## src/rtl/ifetch_pkg.sv

```systemverilog
// Shared widths and the fetch-queue entry layout for the instruction fetch unit.
package ifetch_pkg;

  localparam int unsigned XLEN       = 32;
  localparam int unsigned INST_BYTES = 4;
  localparam int unsigned QDEPTH     = 2;
  localparam int unsigned ENTRY_W    = 2 * XLEN;

  localparam logic [XLEN-1:0] RESET_PC_DEFAULT = '0;

  // One queued fetch: instruction word (upper half) and its byte address.
  typedef struct packed {
    logic [XLEN-1:0] inst;
    logic [XLEN-1:0] pc;
  } fetch_entry_t;

endpackage

```

## src/rtl/ifetch_queue.sv

```systemverilog
// Two-entry FIFO holding fetched {inst, pc} pairs between imem and decode.
// Ports:
//   clk, rst_n  clock, async active-low reset (clears entries, pointers, count)
//   flush_i     drop all entries and reset pointers; overrides write and read
//   wr_en_i     push wr_data_i
//   wr_data_i   packed fetch_entry_t
//   rd_en_i     pop head
//   head_o      entry at the read pointer
//   count_o     number of valid entries (0..2)
module ifetch_queue
  import ifetch_pkg::*;
(
  input  logic               clk,
  input  logic               rst_n,
  input  logic               flush_i,
  input  logic               wr_en_i,
  input  logic [ENTRY_W-1:0] wr_data_i,
  input  logic               rd_en_i,
  output logic [ENTRY_W-1:0] head_o,
  output logic [1:0]         count_o
);

  logic [ENTRY_W-1:0] mem_q [QDEPTH];
  logic               wr_ptr_q, wr_ptr_d;
  logic               rd_ptr_q, rd_ptr_d;
  logic [1:0]         count_q, count_d;
  logic               do_wr, do_rd;

  // Pointer/count update; flush wins over any push or pop in the same cycle.
  always_comb begin
    wr_ptr_d = wr_ptr_q;
    rd_ptr_d = rd_ptr_q;
    count_d  = count_q;
    do_wr    = wr_en_i & ~flush_i & (count_q != 2'(QDEPTH));
    do_rd    = rd_en_i & ~flush_i & (count_q != 2'd0);
    if (flush_i) begin
      wr_ptr_d = 1'b0;
      rd_ptr_d = 1'b0;
      count_d  = 2'd0;
    end else begin
      if (do_wr) wr_ptr_d = ~wr_ptr_q;
      if (do_rd) rd_ptr_d = ~rd_ptr_q;
      count_d = count_q + 2'(do_wr) - 2'(do_rd);
    end
  end

  always_ff @(posedge clk or negedge rst_n) begin
    if (!rst_n) begin
      wr_ptr_q <= 1'b0;
      rd_ptr_q <= 1'b0;
      count_q  <= 2'd0;
      for (int i = 0; i < int'(QDEPTH); i++) mem_q[i] <= '0;
    end else begin
      wr_ptr_q <= wr_ptr_d;
      rd_ptr_q <= rd_ptr_d;
      count_q  <= count_d;
      if (do_wr) mem_q[wr_ptr_q] <= wr_data_i;
    end
  end

  assign head_o  = mem_q[rd_ptr_q];
  assign count_o = count_q;

endmodule

```

## src/rtl/ifetch.sv

```systemverilog
// Instruction fetch unit: drives the word address of a 1-cycle synchronous imem,
// buffers responses in a 2-entry queue for decode, and flushes on PC redirect.
// Ports:
//   clk, rst_n      clock, async active-low reset (restart from RESET_PC)
//   imem_addr       word index presented to imem (combinational)
//   imem_rdata      imem data for the address presented the previous cycle
//   redirect_valid  load redirect_pc this cycle, dropping queued/in-flight fetches
//   redirect_pc     target byte address; low two bits ignored
//   inst_valid      queue head valid (combinational; forced low during redirect)
//   inst_ready      decode takes the head this cycle
//   inst, inst_pc   head instruction and its byte address
module ifetch
  import ifetch_pkg::*;
#(
  parameter logic [XLEN-1:0] RESET_PC = RESET_PC_DEFAULT
) (
  input  logic            clk,
  input  logic            rst_n,
  output logic [XLEN-1:0] imem_addr,
  input  logic [XLEN-1:0] imem_rdata,
  input  logic            redirect_valid,
  input  logic [XLEN-1:0] redirect_pc,
  output logic            inst_valid,
  input  logic            inst_ready,
  output logic [XLEN-1:0] inst,
  output logic [XLEN-1:0] inst_pc
);

  logic [XLEN-1:0]    fetch_pc_q, fetch_pc_d;
  logic [XLEN-1:0]    resp_pc_q, resp_pc_d;
  logic               inflight_q, inflight_d;
  logic [XLEN-1:0]    redir_tgt;
  logic [1:0]         redirect_lsb_unused;
  logic [1:0]         count;
  logic [2:0]         occupancy;
  logic               pop, issue, resp_wr;
  fetch_entry_t       wr_entry, head;
  logic [ENTRY_W-1:0] head_raw;

  assign redir_tgt           = {redirect_pc[XLEN-1:2], 2'b00};
  assign redirect_lsb_unused = redirect_pc[1:0];

  assign inst_valid = (count != 2'd0) & ~redirect_valid;
  assign pop        = inst_valid & inst_ready;

  // Slots committed after this edge; a new request only fits if one stays free.
  assign occupancy = 3'(count) + 3'(inflight_q) - 3'(pop);
  assign issue     = (occupancy < 3'd2) | redirect_valid;

  // A response landing in a redirect cycle belongs to the old stream.
  assign resp_wr       = inflight_q & ~redirect_valid;
  assign wr_entry.inst = imem_rdata;
  assign wr_entry.pc   = resp_pc_q;

  // Request address and PC bookkeeping.
  always_comb begin
    fetch_pc_d = fetch_pc_q;
    resp_pc_d  = resp_pc_q;
    inflight_d = 1'b0;
    imem_addr  = {2'b00, fetch_pc_q[XLEN-1:2]};
    if (redirect_valid) begin
      imem_addr  = {2'b00, redirect_pc[XLEN-1:2]};
      resp_pc_d  = redir_tgt;
      fetch_pc_d = redir_tgt + XLEN'(INST_BYTES);
      inflight_d = 1'b1;
    end else if (issue) begin
      resp_pc_d  = fetch_pc_q;
      fetch_pc_d = fetch_pc_q + XLEN'(INST_BYTES);
      inflight_d = 1'b1;
    end
  end

  always_ff @(posedge clk or negedge rst_n) begin
    if (!rst_n) begin
      fetch_pc_q <= RESET_PC;
      resp_pc_q  <= '0;
      inflight_q <= 1'b0;
    end else begin
      fetch_pc_q <= fetch_pc_d;
      resp_pc_q  <= resp_pc_d;
      inflight_q <= inflight_d;
    end
  end

  ifetch_queue u_queue (
    .clk       (clk),
    .rst_n     (rst_n),
    .flush_i   (redirect_valid),
    .wr_en_i   (resp_wr),
    .wr_data_i (wr_entry),
    .rd_en_i   (pop),
    .head_o    (head_raw),
    .count_o   (count)
  );

  assign head    = fetch_entry_t'(head_raw);
  assign inst    = head.inst;
  assign inst_pc = head.pc;

  // Queue plus outstanding request never exceeds the two buffer slots.
  a_occupancy: assert property (@(posedge clk) disable iff (!rst_n)
    (3'(count) + 3'(inflight_q)) <= 3'd2);

endmodule

```

## config.mk

```make
export PLATFORM = sky130hd
export DESIGN_NAME = ifetch
export DESIGN_NICKNAME = d
export VERILOG_FILES = /design/src/rtl/ifetch_pkg.sv /design/src/rtl/ifetch_queue.sv /design/src/rtl/ifetch.sv
export SDC_FILE = /design/constraint.sdc
export NUM_CORES = 1
export LEC_CHECK = 0
export BUFFER_PORTS_ARGS = -buffer_cell sky130_fd_sc_hd__buf_2
export CAP_MARGIN = 20
export CORE_MARGIN = 2
export CORE_UTILIZATION = 40
export DETAILED_ROUTE_END_ITERATION = 8
export HOLD_SLACK_MARGIN = 0.02
export PLACE_DENSITY = 0.65
export SKIP_CTS_REPAIR_TIMING = 1
export SLEW_MARGIN = 10
export SYNTH_ARGS = -nofsm -noshare
export SYNTH_HDL_FRONTEND = slang
export SYNTH_SLANG_ARGS = --single-unit
```

## constraint.sdc

```tcl
create_clock -name clk -period 3.9 [get_ports clk]
set_clock_uncertainty 0.15 [all_clocks]
set_input_delay 0.195 -clock clk [delete_from_list [all_inputs] [get_ports clk]]
set_output_delay 0.195 -clock clk [all_outputs]
set_load 0.005 [all_outputs]
```

# Word level (Yosys, flattened, before mapping)
# Index checks and enable logic that the tools add are counted.
# word_totals
inputBits	68
reg_bits	197
out_inout_bits	97
# op_classes
magnitude_cmp	4
mux	18
addsub	6
reduce_logical	5
bitwise	13
n_eq_ne	1
# ops
cell	n
two-way mux 64 bit	4
bitwise mux 128 bit	1
two-way mux 32 bit	4
adder 32 x 3 -> 32 bit, second input constant	2
demux 64 bit (select 1 bit)	1
two-way mux 30 bit	1
nonzero test 2 bit	4
AND 1 bit	7
two-way mux 1 bit	6
>= comparator 2 bit, second input constant	2
NOT 1 -> 2 bit	2
adder 2 x 1 -> 3 bit	1
< comparator 3 x 2 -> 1 bit, second input constant	1
NOT 1 bit	3
subtractor 3 x 1 -> 3 bit	1
adder 2 x 1 -> 2 bit	1
< comparator 2 x 1 -> 1 bit, second input constant	1
two-way mux 2 bit	1
!= test 2 bit, second input constant	1
subtractor 2 x 1 -> 2 bit	1
logical AND 1 bit	1
bitwise OR 1 bit	1

# Logic depth before layout (Yosys ltp)
# Gate-level depths: netlist of run 1.
# depth
ltp_word	8
ltp_mapped	17
mapped_depth_nobuf	12

# Hierarchy
# A second synthesis of run 1 with hierarchy kept.
# unflattened
cells_unflattened	754
area_unflattened_um2	9779.4
# modules_own_cells
mod	seq_area_each_um2	area_each_um2	n_inst	cells_per_inst
ifetch_queue	3303.2	6008.3	1	362
ifetch	1526.5	3771.1	1	392

# Worst setup path before layout of run 1
# Ideal clock, no wire load.
# synth_path
path_type	input port to flip-flop
start	input redirect_valid
end	register fetch_pc_q[20]
setup_time_ns	0.095
path_stages	17
arrival_ns	3.085
setup_slack_ns	0.569
n_path_buf	7
t_required_ns	3.655
path_cell_list	buf_6 buf_6 buf_6 buf_4 buf_2 a21oi_1 nand2_1 inv_1 ha_1 nand2b_1 fa_1 xnor2_1 a21oi_1 clkbuf_1 buf_1 nand2_1 o31ai_1
# synth_via
elab_chain_cells	7
word_cells_on_any_way	8
# synth_lines
element	line_no	rtl
start, declared	ifetch.sv:21	input logic redirect_valid,
NOT 1 bit	ifetch.sv:43	assign inst_valid = (count != 2'd0) & ~redirect_valid;
AND 1 bit	ifetch.sv:43	
named net inst_valid	ifetch.sv:23	output logic inst_valid,
AND 1 bit	ifetch.sv:44	assign pop = inst_valid & inst_ready;
subtractor 3 x 1 -> 3 bit	ifetch.sv:47	assign occupancy = 3'(count) + 3'(inflight_q) - 3'(pop);
< comparator 3 x 2 -> 1 bit	ifetch.sv:48	assign issue = (occupancy < 3'd2) | redirect_valid;
bitwise OR 1 bit	ifetch.sv:48	
nonzero test 2 bit (no line)	--	
end signal, assigned	ifetch.sv:79	fetch_pc_q <= fetch_pc_d;
end, declared	ifetch.sv:29	logic [XLEN-1:0] fetch_pc_q, fetch_pc_d;
# The timed path passes the listed nets, and every way through them passes these cells.
# A chain may end at the register's enable or synchronous reset.

# Worst setup path after layout of run 1
# layout_path
start	register u_queue.count_q[1] (netlist: u_queue.count_o[1])
end	register fetch_pc_q[27]
# layout_via
elab_chain_cells	7
word_cells_on_any_way	8
# layout_lines
element	line_no	rtl
start, declared	ifetch_queue.sv:26	logic [1:0] count_q, count_d;
start signal, assigned	ifetch_queue.sv:56	count_q <= count_d;
nonzero test 2 bit	ifetch.sv:43	
AND 1 bit	ifetch.sv:43	
AND 1 bit	ifetch.sv:44	
subtractor 3 x 1 -> 3 bit *	ifetch.sv:47	
< comparator 3 x 2 -> 1 bit *	ifetch.sv:48	
bitwise OR 1 bit *	ifetch.sv:48	
nonzero test 2 bit (no line) *	--	
# Mark *: on every way between the ends. The rest lies on a longest branch, timed or not.

==> impl_metrics.csv, run 1 <==
group,metric,value,unit
outcome,status,"completed",
routing,dr.pass1.iters,4,
timing,setup_viol,0,
clock_tree,h-tree-depth,4,
timing,max_freq,326,MHz
hold_path,hold_path.class,"in -> reg",
global_route,grt_max_degree,109,
setup_path,r2r_cells,13,
setup_path,startpoint_type,"register",
power,p_leak,4.98,nW
logic_synthesis,synthFlopType,"dfrtp_1",
final_layout,nets,1021,
hold_path,hold-path-cell-count,3,
setup_path,crit_fanout,31,
setup_path,path_class,"reg -> reg",
logic_synthesis,synthSimpleGateAreaFrac,0.104,
routing,drt_iter0_drc,343,
logic_synthesis,synth.distinct_cells,60,
logic_synthesis,synth_edf_count,0,
timing,worst_slew_pin_slew,0.940,ns
floorplan,die_area,24300,µm²
floorplan,boundaryPins,165,
logic_synthesis,avgSynthCellArea,12.1,µm²
logic_synthesis,yosysSeqAreaShare,0.513,
global_route,grt_pass1_vias,6141,
final_layout,drive_gt1_frac,0.434,
clock_tree,tritoncts,"yes",
clock_tree,worstSkewPairLatency,0.42,ns
final_layout,fin_util,0.495,
logic_synthesis,yosysWarnings,0,
routing,num_vias,6391,
setup_path,r2r_setup_slack,0.84,ns
setup_path,rr_endpoint,"fetch_pc_q[27]",
final_layout,stdcell_area,11200,µm²
routing,routed_wirelength,20500,µm
logic_synthesis,syn_inst,764,
setup_path,end_kind,"register",
place,pre_cts_slack,0.808,ns
place,dp_hpwl,13900,µm
timing,hold_slack,0.0358,ns
clock_tree,root_buffer,"clkbuf_16",
run,max_cap_violations,0,
final_layout,area_growth,21.7,%
setup_path,reg2reg_from,"u_queue.count_o[1]",
clock_tree,numCtsBuffers,17,
timing,setup_tns,0,ns
logic_synthesis,synthMuxAreaShare,0.259,
floorplan,core_area,22600,µm²
logic_synthesis,synthXorXnorAreaFrac,0.0190,
place,placed_cell_area,10300,µm²
place,io_buffers,158,
global_route,track_usage,0.171,
timing,worst_slack,0.837,ns
floorplan,die_w,156,µm
routing,ant_nets,0,
global_route,busiest_layer,"met2",
logic_synthesis,syn_area,9220,µm²
setup_path,startpoint,"u_queue.count_o[1]",
routing,drc,0,
timing,finalHoldViolations,0,
floorplan,die_h,156,µm
routing,routedWlPerCell,16.4,µm
setup_path,critPathRequiredTime,4.08,ns
timing,final_min_period_over_clock_period,0.785,
floorplan,initial_core_util,0.407,
final_layout,antennaDiodeCount,0,
power,p_per_area,786,nW/µm²
routing,viasPerCell,5.13,
global_route,gr-usage-met3,0.0383,
global_route,grt-ovfl-total,0,
global_route,antenna_found_initial,0,
timing,drv_slew,0,
logic_synthesis,async_flop_share,1.00,
logic_synthesis,synth_compound_area_frac,0.0595,
logic_synthesis,yosys.area_share.adder,0.00760,
logic_synthesis,synth_top_family_by_area,"multiplexers",
global_route,grt_use_met2,0.263,
place,place_congestion,0.784,
power,ir_worst_vdd,0.000271,V
clock_tree,cts_max_path_buffers,2,
clock_tree,clk_pin_slew,0.07,ns
logic_synthesis,synth_seq_cells,189,
global_route,grt_pass1_wl,32900,µm
hold_path,hp-start,"redirect_pc[10]",
timing,rsz0062_at_grt,"false",
timing,finalCriticalPeriod,3.06,ns
floorplan,num_rows,55,
hold_path,hold_end,"resp_pc_q[10]",
clock_tree,cts_sinks,189,
global_route,use_met1,0.249,
timing,timing.slew.headroom,0.373,
setup_path,cp.arrival,3.24,ns
[worst max-delay path: stages, from the launching register on]
cell and delay, ns:
dfrtp_1 0.45, inv_1 0.07, a21oi_1 0.18, nand2_1 0.12, inv_1 0.07, ha_1 0.21, nand2b_1 0.16, fa_1 0.39
xnor2_1 0.15, a21oi_2 0.20, buf_4 0.34, nor2_1 0.10, a21boi_1 0.15, a211oi_1 0.23
[layout by cell type (no fill, tap or decap), types with 17 or more instances in the layout]
cell	synthesis	routed
mux2_2	199	199
nand2_1	29	28
dlygate4sd3_1	0	36
dfrtp_1	189	188
inv_1	22	22
clkbuf_16	0	17
nor2_1	81	81
a21oi_1	37	36
xnor2_1	17	17
buf_2	16	157
[layer usage]
metal / wire length (µm) / up-vias
met5: 0 / -
met4: 136 / 0
met3: 809 / 11
met2: 9350 / 136
met1: 10200 / 3179
li1: - / 3065
[layout make-up]
class                           instances  area, µm²
Fill cell                            2048      11400
Multi-Input combinational cell        509       4170
Clock buffer                           18        429
Sequential cell                       189       4730
Tap cell                              285        357
Timing Repair Buffer                  207       1290
Inverter                               24       90.1
Clock inverter                         13        141
[power breakdown]
part / internal (mW) / switching (mW)
Sequential: 2.97 / 0.633
Combinational: 1.93 / 1.57
Clock: 0.947 / 0.763
[registers in the layout (all words and copies together), names as in the netlist]
register,count
resp_pc_q,30
u_queue.wr_ptr_q,1
u_queue.count_o,2
inflight_q,1
u_queue.rd_ptr_q,1
u_queue.mem_q,124
fetch_pc_q,30
[worst max-delay path by stage]
stage	endpoint	slack [ns]	depth (start not counted)
after floorplan	fetch_pc_q[20]	0.57	17
after global placement	fetch_pc_q[27]	0.94	13
after detailed placement	fetch_pc_q[27]	0.81	13
after CTS	fetch_pc_q[27]	0.81	13
after global routing	fetch_pc_q[27]	0.58	13
final	fetch_pc_q[27]	0.84	13
[per-stage QoR]
step           instances  power (mW)
2_1_floorplan        767        5.87
3_3_place_gp        1178        7.04
3_5_place_dp        1178        7.15
4_1_cts             1209        8.90
5_1_grt             1245        9.48
6_report            1245        8.82
[cells in the mapped netlist, types with 5 or more instances]
cell / n / area, µm²
buf_2: 16 / 80.1
buf_4: 6 / 45.0
and3b_1: 5 / 43.8
o21a_1: 6 / 45.0
xnor2_1: 17 / 149
clkbuf_1: 17 / 63.8
o21ai_0: 5 / 25.0
nand2_1: 29 / 109
and3_1: 7 / 43.8
nor4_1: 5 / 31.3
mux2i_1: 15 / 150
inv_1: 22 / 82.6
nor2_1: 81 / 304
nand3b_1: 9 / 67.6
o31ai_1: 10 / 75.1
nand3_1: 13 / 65.1
mux2_2: 199 / 2240
buf_6: 5 / 56.3
a21oi_1: 37 / 185
dfrtp_1: 189 / 4730
nand4_1: 5 / 31.3
[kinds of logic after synthesis]
| family | after synthesis |
|---|---|
| adder cells (fa/ha/maj) | 5 |
| buffers and inverters | 69 |
| AO/OA/AOI/OAI | 83 |
| multiplexers | 214 |
| flip-flops | 189 |
| AND/OR/NAND/NOR | 183 |
| XOR/XNOR | 20 |
| other | 1 |
(Power assumes the default switching activity.)
==> inputs of run 2 (changes only) <==
clock period = 3.05 ns   (was 3.9 ns; I/O delays follow)
==> impl_metrics.csv, run 2 (synthesis results as in run 1) <==
group,metric,value,unit
routing,routedWlPerCell,16.5,µm
setup_path,crit_fanout,13,
setup_path,end_kind,"register",
floorplan,num_rows,55,
routing,viasPerCell,5.06,
power,ir_worst_vdd,0.000332,V
global_route,use_met1,0.253,
power,p_clk_frac,0.196,
outcome,status,"finished with violations",
routing,dr.pass1.iters,4,
setup_path,r2r_cells,13,
routing,drt_iter0_drc,291,
clock_tree,clk_pin_slew,0.07,ns
routing,drc,0,
clock_tree,worstSkewPairLatency,0.42,ns
setup_path,critPathRequiredTime,3.24,ns
final_layout,drive_gt1_frac,0.441,
final_layout,n_fill_cell,2024,
final_layout,antennaDiodeCount,0,
clock_tree,h-tree-depth,4,
place,dp_hpwl,14100,µm
clock_tree,cts_sinks,189,
power,p_per_area,1000,nW/µm²
timing,worst_slack,0.250,ns
global_route,track_usage,0.174,
floorplan,die_h,156,µm
timing,setup_tns,0,ns
floorplan,initial_core_util,0.407,
setup_path,startpoint_type,"register",
final_layout,fin_util,0.500,
power,power_frac_seq,0.403,
timing,timing.slew.headroom,0.531,
clock_tree,root_buffer,"clkbuf_16",
global_route,busiest_layer,"met2",
timing,drv_slew,0,
power,p_sw,3.87,mW
global_route,gr-usage-met3,0.0400,
final_layout,final_cell_mix,"mux2_2, dfrtp_1, buf_2",
floorplan,die_area,24300,µm²
timing,hold_slack,-0.0177,ns
outcome,violations,"negative hold slack",
timing,max_freq,357,MHz
final_layout,largest_reg_flops,124,
final_layout,layoutNonFillerInstCount,1252,
power,p_leak,5.04,nW
global_route,grt_max_degree,80,
final_layout,top_register,"u_queue.mem_q",
clock_tree,cts_max_path_buffers,2,
routing,routed_wirelength,20600,µm
final_layout,area_growth,22.8,%
power,internal-power,7.50,mW
routing,num_vias,6341,
timing,finalCriticalPeriod,2.80,ns
place,io_buffers,158,
floorplan,boundaryPins,165,
setup_path,cp.arrival,2.99,ns
final_layout,final_common_cell,"mux2_2",
timing,final_min_period_over_clock_period,0.918,
timing,worst_slew_pin_slew,0.703,ns
place,place_congestion,0.789,
hold_path,hold-path-cell-count,3,
final_layout,reg.largest.list,"u_queue.mem_q (124), fetch_pc_q (30), resp_pc_q (30)",
timing,finalHoldViolations,1,
global_route,antenna_found_initial,0,
global_route,grt_pass1_vias,6353,
timing,setup_viol,0,
final_layout,nets,1027,
power,swShare,0.341,
power,p_comb_frac,0.401,
global_route,grt_pass1_wl,33400,µm
floorplan,die_w,156,µm
global_route,grt_use_met2,0.264,
setup_path,path_class,"reg -> reg",
place,dp.cells,1184,
clock_tree,tritoncts,"yes",
hold_path,hold_path.class,"in -> reg",
place,pre_cts_slack,0.304,ns
run,max_cap_violations,0,
clock_tree,numCtsBuffers,17,
floorplan,core_area,22600,µm²
global_route,grt-ovfl-total,0,
routing,ant_nets,0,
timing,rsz0062_at_grt,"false",
-- run 2: critical path, stage by stage, from the launching register on --
cell	delay (ns)
dfrtp_1	0.38
inv_1	0.12
a21oi_2	0.08
nand2_1	0.12
inv_1	0.07
ha_1	0.27
nand2b_1	0.15
fa_1	0.37
xnor2_1	0.15
a21oi_2	0.21
buf_4	0.22
nor2_1	0.08
a21boi_1	0.13
a211oi_1	0.22
-- run 2: final timing paths --
path | endpoint | startpoint | slack, ns
max in group asynchronous | u_queue.mem_q[85] | rst_n | 1.92
min in group asynchronous | u_queue.mem_q[11] | rst_n | 0.09
worst min-delay path | resp_pc_q[25] | redirect_pc[25] | -0.02
worst max-delay path | fetch_pc_q[27] | u_queue.count_o[0] | 0.25
worst min register to register | fetch_pc_q[30] | fetch_pc_q[30] | 0.34
worst max register to register | fetch_pc_q[27] | u_queue.count_o[0] | 0.25
-- run 2: layout make-up --
class	instances	area [µm²]	area share
flip-flops and latches	189	4730	0.418
inverters	24	90.1	0.00796
clock buffers	18	439	0.0388
clock inverters	14	150	0.0133
repair buffers	213	1380	0.122
well taps	285	357	0.0315
multi-input cells	509	4180	0.369
-- run 2: through the flow --
stage / area (µm²) / power (mW) / hold WS, ns
3_3_place_gp: 10400 / 9.07 / -0.00894
4_1_cts: 11000 / 11.5 / -0.472
5_1_grt: 11300 / 12.3 / 0.0247
6_report: 11300 / 11.4 / -0.0177
3_5_place_dp: 10400 / 9.21 / -0.00961
2_1_floorplan: 9240 / 7.52 / -0.293
-- run 2: power by group through the flow --
| stage | sequential, mW | combinational [mW] | clock (mW) |
|---|---|---|---|
| 6_report | 4.58 | 4.56 | 2.23 |
| 5_1_grt | 4.77 | 5.08 | 2.41 |
| 3_5_place_dp | 4.63 | 4.58 | 0 |
| 4_1_cts | 4.58 | 4.61 | 2.30 |
| 2_1_floorplan | 4.33 | 3.19 | 0 |
| 3_3_place_gp | 4.58 | 4.49 | 0 |
-- run 2: per-layer routing --
layer,wire length [µm],part of all wire
met1,10300,0.50
met2,9380,0.45
met3,776,0.038
met4,212,0.010
met5,0,0
==> inputs of run 3 (changes only) <==
CORE_UTILIZATION = 56   (was 40)
MAX_ROUTING_LAYER = met4   (was not set)
PLACE_DENSITY = 0.85   (was 0.65)
SYNTH_HIERARCHICAL = 1   (was not set)
==> impl_metrics.csv, run 3 <==
group,metric,value,unit
clock_tree,tritoncts,"yes",
logic_synthesis,synth_compound_area_frac,0.0601,
place,pre_cts_slack,0.125,ns
logic_synthesis,yosysWarnings,6,
run,max_cap_violations,0,
floorplan,die_h,136,µm
logic_synthesis,synth_top_cell_area_share,0.494,
timing,worst_slew_pin_slew,0.785,ns
hold_path,hp-start,"redirect_pc[11]",
logic_synthesis,post-synth-top-count-cell,"dfrtp_1",
logic_synthesis,synthTopCellsByCount,"dfrtp_1, mux2_2, nor2_1",
logic_synthesis,avgSynthCellArea,13.0,µm²
floorplan,core_area,17200,µm²
final_layout,area_growth,19.4,%
global_route,grt_pass1_wl,32300,µm
logic_synthesis,synthXorXnorAreaFrac,0.0170,
logic_synthesis,syn_area,9780,µm²
setup_path,end_kind,"register",
clock_tree,numCtsBuffers,17,
final_layout,final_common_cell,"dfrtp_1",
setup_path,reg2reg_from,"u_queue/count_o[1]",
clock_tree,clk_pin_slew,0.07,ns
logic_synthesis,synth_top_cell_by_area,"dfrtp_1",
timing,worst_slack,0.223,ns
floorplan,die_area,18500,µm²
routing,num_vias,6503,
timing,setup_viol,0,
final_layout,seq_area,4830,µm²
timing,rsz0062_at_grt,"false",
power,swShare,0.311,
setup_path,critPathRequiredTime,3.22,ns
timing,max_freq,354,MHz
floorplan,die_w,136,µm
timing,timing.slew.headroom,0.477,
setup_path,startpoint,"u_queue/count_o[1]",
floorplan,boundaryPins,165,
final_layout,final_cell_mix,"dfrtp_1, buf_2, mux2_2",
routing,ant_nets,0,
timing,hold_slack,-0.0118,ns
clock_tree,worstSkewPairLatency,0.43,ns
power,p_leak,5.40,nW
power,p_comb_frac,0.335,
routing,dr.pass1.iters,5,
logic_synthesis,synth.distinct_cells,60,
setup_path,cp.arrival,3.00,ns
final_layout,drive_gt1_frac,0.456,
power,power_frac_seq,0.442,
routing,routedWlPerCell,17.7,µm
logic_synthesis,synthFlopType,"dfrtp_1",
logic_synthesis,syn_inst,754,
logic_synthesis,yosysSeqAreaShare,0.494,
setup_path,crit_fanout,34,
logic_synthesis,async_flop_share,1.00,
place,dp_hpwl,13300,µm
global_route,grt-ovfl-total,0,
outcome,status,"finished with violations",
routing,routed_wirelength,20900,µm
place,place_congestion,0.851,
power,p_sw,3.14,mW
logic_synthesis,synth_top_cells_by_area,"dfrtp_1, mux2_2, mux2_4, mux2i_1, nor2_1",
power,p_per_area,865,nW/µm²
final_layout,n_fill_cell,1228,
logic_synthesis,synthMuxAreaShare,0.280,
global_route,grt_pass1_vias,6408,
hold_path,hold_path.class,"in -> reg",
clock_tree,cts_max_path_buffers,2,
timing,drv_slew,0,
final_layout,nets,1020,
outcome,violations,"negative hold slack",
place,io_buffers,160,
clock_tree,h-tree-depth,4,
routing,drc,0,
final_layout,largest_reg_flops,128,
setup_path,startpoint_type,"register",
power,p_clk_frac,0.224,
routing,drt_iter0_drc,288,
timing,finalCriticalPeriod,2.83,ns
timing,finalHoldViolations,3,
setup_path,path_class,"reg -> reg",
floorplan,num_rows,48,
global_route,antenna_found_initial,1,
global_route,track_usage,0.229,
clock_tree,cts_sinks,193,
logic_synthesis,synthSimpleGateAreaFrac,0.0896,
logic_synthesis,synth_top_family_by_area,"multiplexers",
routing,viasPerCell,5.48,
final_layout,multiInputGateArea,4460,µm²
timing,final_min_period_over_clock_period,0.927,
final_layout,reg.largest.list,"u_queue/mem_q (128), fetch_pc_q (30), resp_pc_q (30)",
floorplan,initial_core_util,0.569,
timing,setup_tns,0,ns
power,internal-power,6.96,mW
final_layout,top_register,"u_queue/mem_q",
logic_synthesis,synth_edf_count,0,
logic_synthesis,yosys.area_share.adder,0.00716,
power,ir_worst_vdd,0.000455,V
global_route,grt_max_degree,94,
clock_tree,root_buffer,"clkbuf_16",
logic_synthesis,synth_seq_cells,193,
## run 3: cell types whose count changed after synthesis, sizes merged, moves of 5 or more
cell    before  now
o31ai       10    5
buf         28   41
nand4        6   15
and3         7    1
nor2        81   61
nand4b       3    8
clkbuf      17    3
mux2i       15   26
a21oi       37   42
## run 3: kinds of logic after synthesis
| group | after synthesis |
|---|---|
| muxes | 228 |
| DFF | 193 |
| buffers and inverters | 71 |
| other | 1 |
| xor gates and xnor gates | 19 |
| adders and majority gates | 5 |
| AOI/OAI and AO/OA | 81 |
| and+or+nand+nor | 156 |
## run 3: metal layers
metal	track usage	vias to the layer above	wire length, µm
li1	-	3071	-
met1	0.283	3220	9000
met2	0.375	187	10500
met3	0.0567	25	1220
met4	0.0666	0	261
met5	-	-	0
## run 3: through the flow
step           instance area (µm²)  total power, mW  cells  utilization
5_1_grt                      11700             10.7   1186        0.680
2_1_floorplan                 9800             6.65    759            -
6_report                     11700             10.1   1186        0.680
3_5_place_dp                 10700             7.81   1115        0.622
3_3_place_gp                 10700             7.63   1115        0.622
4_1_cts                      11300             10.1   1147        0.657
## run 3: critical path, stage by stage (launching register included)
cell	delay, ns
dfrtp_2	0.44
inv_1	0.11
a21oi_1	0.09
and2_1	0.17
ha_1	0.27
nor2b_1	0.14
fa_1	0.44
nor2_2	0.18
nor2_4	0.05
inv_2	0.12
buf_12	0.19
nand3_1	0.14
mux2i_1	0.15
nor2_1	0.06
## run 3: worst paths after layout
check,slack (ns),cells past startpoint,endpoint
worst max-delay path,0.22,13,fetch_pc_q[26]
worst min-delay path,-0.01,3,resp_pc_q[11]
worst max register to register,0.22,13,fetch_pc_q[26]
worst min register to register,0.34,2,fetch_pc_q[28]
max in group asynchronous,1.79,3,u_queue/mem_q[2]
min in group asynchronous,0.19,2,u_queue/mem_q[45]
## run 3: cell type report
| class | count | share of cell area |
|---|---|---|
| Clock inverter | 13 | 0.0129 |
| Sequential cell | 193 | 0.414 |
| Timing Repair Buffer | 213 | 0.119 |
| Tap cell | 225 | 0.0241 |
| Multi-Input combinational cell | 495 | 0.382 |
| Inverter | 27 | 0.00868 |
| Antenna cell | 1 | 0.000214 |
| Clock buffer | 19 | 0.0388 |
## run 3: power by group through the flow
| stage | clock network (mW) | registers [mW] | logic, mW |
|---|---|---|---|
| global placement | 0 | 4.41 | 3.22 |
| floorplan | 0 | 4.25 | 2.40 |
| detailed placement | 0 | 4.49 | 3.33 |
| finish | 2.26 | 4.46 | 3.38 |
| CTS | 2.30 | 4.46 | 3.35 |
| global route | 2.42 | 4.62 | 3.69 |
